===== src/rtl/writeback_pipe.sv =====
// Y86-64 write-back stage: W pipeline register, 15-entry architectural register file with
// two combinational read ports, halt-status latch and retired-instruction counter.
module writeback_pipe #(
  parameter int DATA_W = 64,
  parameter int NREG   = 15,
  parameter int CNT_W  = 32
) (
  input  logic              clk_i,
  input  logic              rst_i,
  input  logic              W_stall_i,
  input  logic              W_bubble_i,
  input  logic [2:0]        m_stat_i,
  input  logic [3:0]        M_icode_i,
  input  logic [3:0]        M_dstE_i,
  input  logic [3:0]        M_dstM_i,
  input  logic [DATA_W-1:0] M_valE_i,
  input  logic [DATA_W-1:0] m_valM_i,
  input  logic [3:0]        rd_srcA_i,
  input  logic [3:0]        rd_srcB_i,
  output logic [DATA_W-1:0] rd_valA_o,
  output logic [DATA_W-1:0] rd_valB_o,
  output logic [2:0]        W_stat_o,
  output logic [3:0]        W_icode_o,
  output logic [3:0]        W_dstE_o,
  output logic [DATA_W-1:0] W_valE_o,
  output logic [3:0]        W_dstM_o,
  output logic [DATA_W-1:0] W_valM_o,
  output logic [2:0]        stat_o,
  output logic              halted_o,
  output logic [CNT_W-1:0]  retired_o
);

  localparam logic [2:0] STAT_AOK = 3'd1;
  localparam logic [3:0] INOP     = 4'h1;
  localparam logic [3:0] RNONE    = 4'hF;

  typedef enum logic [0:0] {
    RUN  = 1'b0,
    HALT = 1'b1
  } state_t;

  state_t state;
  state_t state_next;

  logic [2:0]        w_stat;
  logic [3:0]        w_icode;
  logic [3:0]        w_dste;
  logic [3:0]        w_dstm;
  logic [DATA_W-1:0] w_vale;
  logic [DATA_W-1:0] w_valm;
  logic [2:0]        halt_stat;
  logic [CNT_W-1:0]  retired;
  logic [DATA_W-1:0] regs [NREG];

  logic running;
  logic w_ok;
  logic write_en;
  logic retire;

  assign running  = (state == RUN);
  assign w_ok     = (w_stat == STAT_AOK);
  assign write_en = running && w_ok;
  // A stalled W still holds the same instruction next cycle, so it retires only once.
  assign retire   = write_en && (w_icode != INOP) && !W_stall_i;

  // Next-state logic: a non-AOK status reaching write-back stops the machine for good.
  always_comb begin
    state_next = state;
    case (state)
      RUN: begin
        if (!w_ok) begin
          state_next = HALT;
        end else begin
          state_next = RUN;
        end
      end
      HALT:    state_next = HALT;
      default: state_next = RUN;
    endcase
  end

  // State register.
  always_ff @(posedge clk_i) begin
    if (rst_i) begin
      state <= RUN;
    end else begin
      state <= state_next;
    end
  end

  // W pipeline register: stall beats bubble; frozen entirely once halted.
  always_ff @(posedge clk_i) begin
    if (rst_i || (running && !W_stall_i && W_bubble_i)) begin
      w_stat  <= STAT_AOK;
      w_icode <= INOP;
      w_dste  <= RNONE;
      w_dstm  <= RNONE;
      w_vale  <= {DATA_W{1'b0}};
      w_valm  <= {DATA_W{1'b0}};
    end else if (running && !W_stall_i) begin
      w_stat  <= m_stat_i;
      w_icode <= M_icode_i;
      w_dste  <= M_dstE_i;
      w_dstm  <= M_dstM_i;
      w_vale  <= M_valE_i;
      w_valm  <= m_valM_i;
    end
  end

  // Register file: the valM write is issued last so it wins when both ports name one register.
  always_ff @(posedge clk_i) begin
    if (rst_i) begin
      for (int i = 0; i < NREG; i++) begin
        regs[i] <= DATA_W'(i);
      end
    end else if (write_en) begin
      if (w_dste != RNONE) begin
        regs[w_dste] <= w_vale;
      end
      if (w_dstm != RNONE) begin
        regs[w_dstm] <= w_valm;
      end
    end
  end

  // Halt status latch and retired-instruction counter.
  always_ff @(posedge clk_i) begin
    if (rst_i) begin
      halt_stat <= STAT_AOK;
      retired   <= {CNT_W{1'b0}};
    end else begin
      if (running && !w_ok) begin
        halt_stat <= w_stat;
      end
      if (retire) begin
        retired <= retired + {{(CNT_W-1){1'b0}}, 1'b1};
      end
    end
  end

  // No write bypass: decode forwards from the W outputs itself.
  assign rd_valA_o = (rd_srcA_i == RNONE) ? {DATA_W{1'b0}} : regs[rd_srcA_i];
  assign rd_valB_o = (rd_srcB_i == RNONE) ? {DATA_W{1'b0}} : regs[rd_srcB_i];

  assign W_stat_o  = w_stat;
  assign W_icode_o = w_icode;
  assign W_dstE_o  = w_dste;
  assign W_valE_o  = w_vale;
  assign W_dstM_o  = w_dstm;
  assign W_valM_o  = w_valm;
  assign stat_o    = running ? w_stat : halt_stat;
  assign halted_o  = (state == HALT);
  assign retired_o = retired;

endmodule


===== config.mk =====
export PLATFORM = sky130hd
export DESIGN_NAME = writeback_pipe
export DESIGN_NICKNAME = d
export VERILOG_FILES = /design/src/rtl/writeback_pipe.sv
export SDC_FILE = /design/constraint.sdc
export NUM_CORES = 2
export LEC_CHECK = 0
export BUFFER_PORTS_ARGS = -buffer_cell sky130_fd_sc_hd__buf_2
export CAP_MARGIN = 20
export CELL_PAD_IN_SITES_DETAIL_PLACEMENT = 1
export CELL_PAD_IN_SITES_GLOBAL_PLACEMENT = 1
export CORE_MARGIN = 8
export CORE_UTILIZATION = 37
export CTS_BUF_LIST = sky130_fd_sc_hd__clkbuf_8
export DETAILED_ROUTE_END_ITERATION = 6
export MAX_ROUTING_LAYER = met4
export PLACE_DENSITY = 0.65
export REMOVE_ABC_BUFFERS = 1
export SETUP_SLACK_MARGIN = 0.15
export SLEW_MARGIN = 20
export SYNTH_ARGS = -nofsm -noshare
export SYNTH_HDL_FRONTEND = slang
export SYNTH_SLANG_ARGS = --single-unit

===== constraint.sdc =====
create_clock -name clk_i -period 5.9 [get_ports clk_i]
set_input_delay 1.18 -clock clk_i [delete_from_list [all_inputs] [get_ports clk_i]]
set_output_delay 1.18 -clock clk_i [all_outputs]
set_load 0.03 [all_outputs]

==> results.md <==
* Unrepaired setup endpoints after global routing: no
* Final Cycle Share at 79.9%
* Worst rel slew slack at between 20 and 25%
* LEAKAGE at between 20 and 30 nW
* Ranking of synthesized cells by area: edfxtp_1 47%, mux4_2 17%, nand2_1 5.8%
* Seq/Total Area, Yosys at 52.0%
* DRT Wirelength at 283000 um
* Row count at 155
* Final setup vio count at 0
* Synth Register Bits at approximately 1.2k
* Status: complete, no violations
* Vias post-DR at around 52k
* Hold-fix buffers at CTS at 0
* Clk sinks at 1203
* Skew final at 0.0539 ns
* First-iteration detailed-routing DRC count at 6378
* Max FO, Critical Path at 32
* Placer Congestion at 0.817
* F_max at 0.212 GHz
* Drt wl/cell at 35.6 um
* GRT Resource Usage Total at 29.3%
* Fin Hold WS at 0.409 ns
* Routed Antenna Nets at 0
* Post-synthesis cell count at ~5.3k
* Critical path class: input port to output pin
* Max Transition Viols Final at 0
* Post-DP Area at 70500 um^2
* Num CTS Buffers at 216
* Initial antenna violation count at 8
* Die span in y at 439 um
* Syn. warnings at 0
* CTS max path bufs at 3
* Final-stage net count at between 5k and 6k
* Ports at 462
* Worst-path clk slew at 0.05 ns
* Share of post-route cells with drive strength above 1 at 26.2%
* PostCTS Resize Cnt at 0
* Final instance area at about 75000 um^2
* Min-delay worst type: input port to flop
* CTS Root Cell: clkbuf_8
* Setup crit end kind: output pin
* Slew at the pin with the worst max-slew slack at around 1.2 ns
* Total congestion overflow at 0
* Leading area contributor after synthesis: edfxtp_1
* Die ar. at between 150000 and 200000 um^2
* Core ar. at 178000 um^2
* Maxcap violations at 0
* CP required at 4.72 ns
* Arrival time at the worst endpoint at 3.53 ns
* PwrDens at 282 nW/um^2
* Dpl hpwl at between 150000 and 200000 um
* Vias in the first global route at 54.4k
* H-tree depth at 4
* DR pass1 iterations at 6
* Via density at between 6 and 7
* EDFF count, synth at 1024
* Cell area after synthesis at 66100 um^2
* Mean area per synthesized cell at around 12 um^2
* Total power at roughly 21 mW
* Final Hold Viols at 0
* Initial core utilization at 37.1%
* FILL cells at 18.5k
* Async set or reset register ratio after synthesis at 0%
* Global-route wire length before repair at 398000 um
* Cell variety after synth at 51
* Area Overhead vs Synth at 13.3%
* Placed Cells at 7538
* Port-buffer cells at 461
* Buffer count from post-CTS setup fixing at 0
* CTS tree: yes
* CP startpoint kind: input port
* Peak VDD IR at 246 uV
* Primary FF master, synth: edfxtp_1
* Worst-Skew Late Latency at 1.00 ns
* Final Non-Filler Cells at between 7k and 8k
* Die width at 439 um
* Minimum clock period at 4.71 ns
* Share of the synthesized area in the top cell type at 46.5%
* Pin count of the biggest net entering global routing at between 100 and 150
* DR DRC count at 0
## state kept, by name, summed over array words and instances (netlist names)
| register | flops |
|---|---|
| retired_o | 32 |
| halted_o | 1 |
| halt_stat | 3 |
| W_valE_o | 64 |
| W_icode_o | 4 |
| W_valM_o | 64 |
| W_dstM_o | 4 |
| regs | 1024 |
| W_stat_o | 3 |
| W_dstE_o | 4 |
## final cells by class
type	instances	area [um^2]	share of cell area [%]
well taps	2355	2950	3.94
inverters	18	67.6	0.0902
clock buffers	239	3290	4.39
multi-input cells	3361	29200	39.0
repair buffers	602	4050	5.41
flip-flops and latches	1203	34300	45.9
clock inverters	165	1000	1.34
diodes	7	17.5	0.0234
## where the power goes
part | internal (mW) | switching (mW) | leakage [nW]
registers | 9.63 | 0.482 | 12.0
logic | 0.992 | 2.05 | 11.8
clock network | 4.10 | 3.88 | 2.51
## logic make-up after synthesis
group / count (synthesis) / synth area share (%)
AO/OA/AOI/OAI: 1270 / 14.0
AND/OR/NAND/NOR: 1237 / 7.66
flip-flops: 1203 / 52.0
buffers and inverters: 787 / 4.70
multiplexers: 772 / 21.4
XOR/XNOR: 17 / 0.225
adder cells (fa/ha/maj): 1 / 0.0189
other: 1 / 0.00568
## layout by cell type (no fill, tap or decap), types with 15 or more instances in the layout
cell type,Yosys,layout
a21oi_1,163,163
a22o_1,370,370
buf_12,0,48
buf_2,51,453
buf_4,10,94
clkbuf_8,0,240
clkinv_1,1,30
clkinv_2,0,29
conb_1,1,64
dfxtp_1,179,179
edfxtp_1,1024,1024
inv_1,17,99
mux2i_1,257,257
mux4_2,512,512
nand2_1,1029,1018
nand3_1,56,56
nand4_1,15,15
nor2_1,46,40
o21ai_0,83,83
o22ai_1,129,129
o31ai_1,493,493
or3_1,23,20
## routing by layer
layer	up-vias	GRT usage, %	share of wire (%)
met5	-	-	0
met4	0	13.2	4.9
met3	832	5.34	9.8
met2	3391	45.8	47
met1	27300	37.3	39
li1	20900	-	-
## worst paths after layout
check                                   end                       from  slack, ns  cells past startpoint
setup / recovery              rd_valA_o[58]               rd_srcA_i[0]       1.19                      6
hold / removal     W_dstM_o[0]$_SDFFE_PP1P_                M_dstM_i[0]       0.41                      3
setup reg to reg       regs[0][9]$_DFFE_PP_        halted_o$_SDFF_PP0_       1.84                      6
hold reg to reg   W_icode_o[1]$_SDFFE_PP0P_  W_icode_o[1]$_SDFFE_PP0P_       0.48                      2
## Yosys cell counts (10+ instances only)
| cell | number |
|---|---|
| o22ai_1 | 129 |
| a21oi_1 | 163 |
| o21ai_0 | 83 |
| inv_1 | 17 |
| or3_1 | 23 |
| clkbuf_1 | 570 |
| buf_2 | 51 |
| buf_4 | 10 |
| nor4_1 | 10 |
| a22oi_1 | 13 |
| nand4_1 | 15 |
| mux4_2 | 512 |
| a22o_1 | 370 |
| edfxtp_1 | 1024 |
| buf_1 | 131 |
| o31ai_1 | 493 |
| nand3_1 | 56 |
| nor2_1 | 46 |
| nor3_1 | 12 |
| mux2i_1 | 257 |
| nand2_1 | 1029 |
| dfxtp_1 | 179 |
| xor2_1 | 12 |
## worst max-delay path, cell delays in order
cell and delay, ns:
buf_8 0.37, buf_12 0.36, mux4_2 0.54, mux2i_1 0.42
o22ai_1 0.28, buf_2 0.30
## stage by stage
stage	setup TNS (ns)	worst slack (ns)	util [%]
finish	0	1.19	42.1
detailed placement	0	1.19	39.7
floorplan	-2838.37	-7.22	-
global placement	0	1.19	39.7
CTS	0	1.19	42.1
global route	0	1.16	42.1
Note: power is estimated with default switching activity, not from simulation.
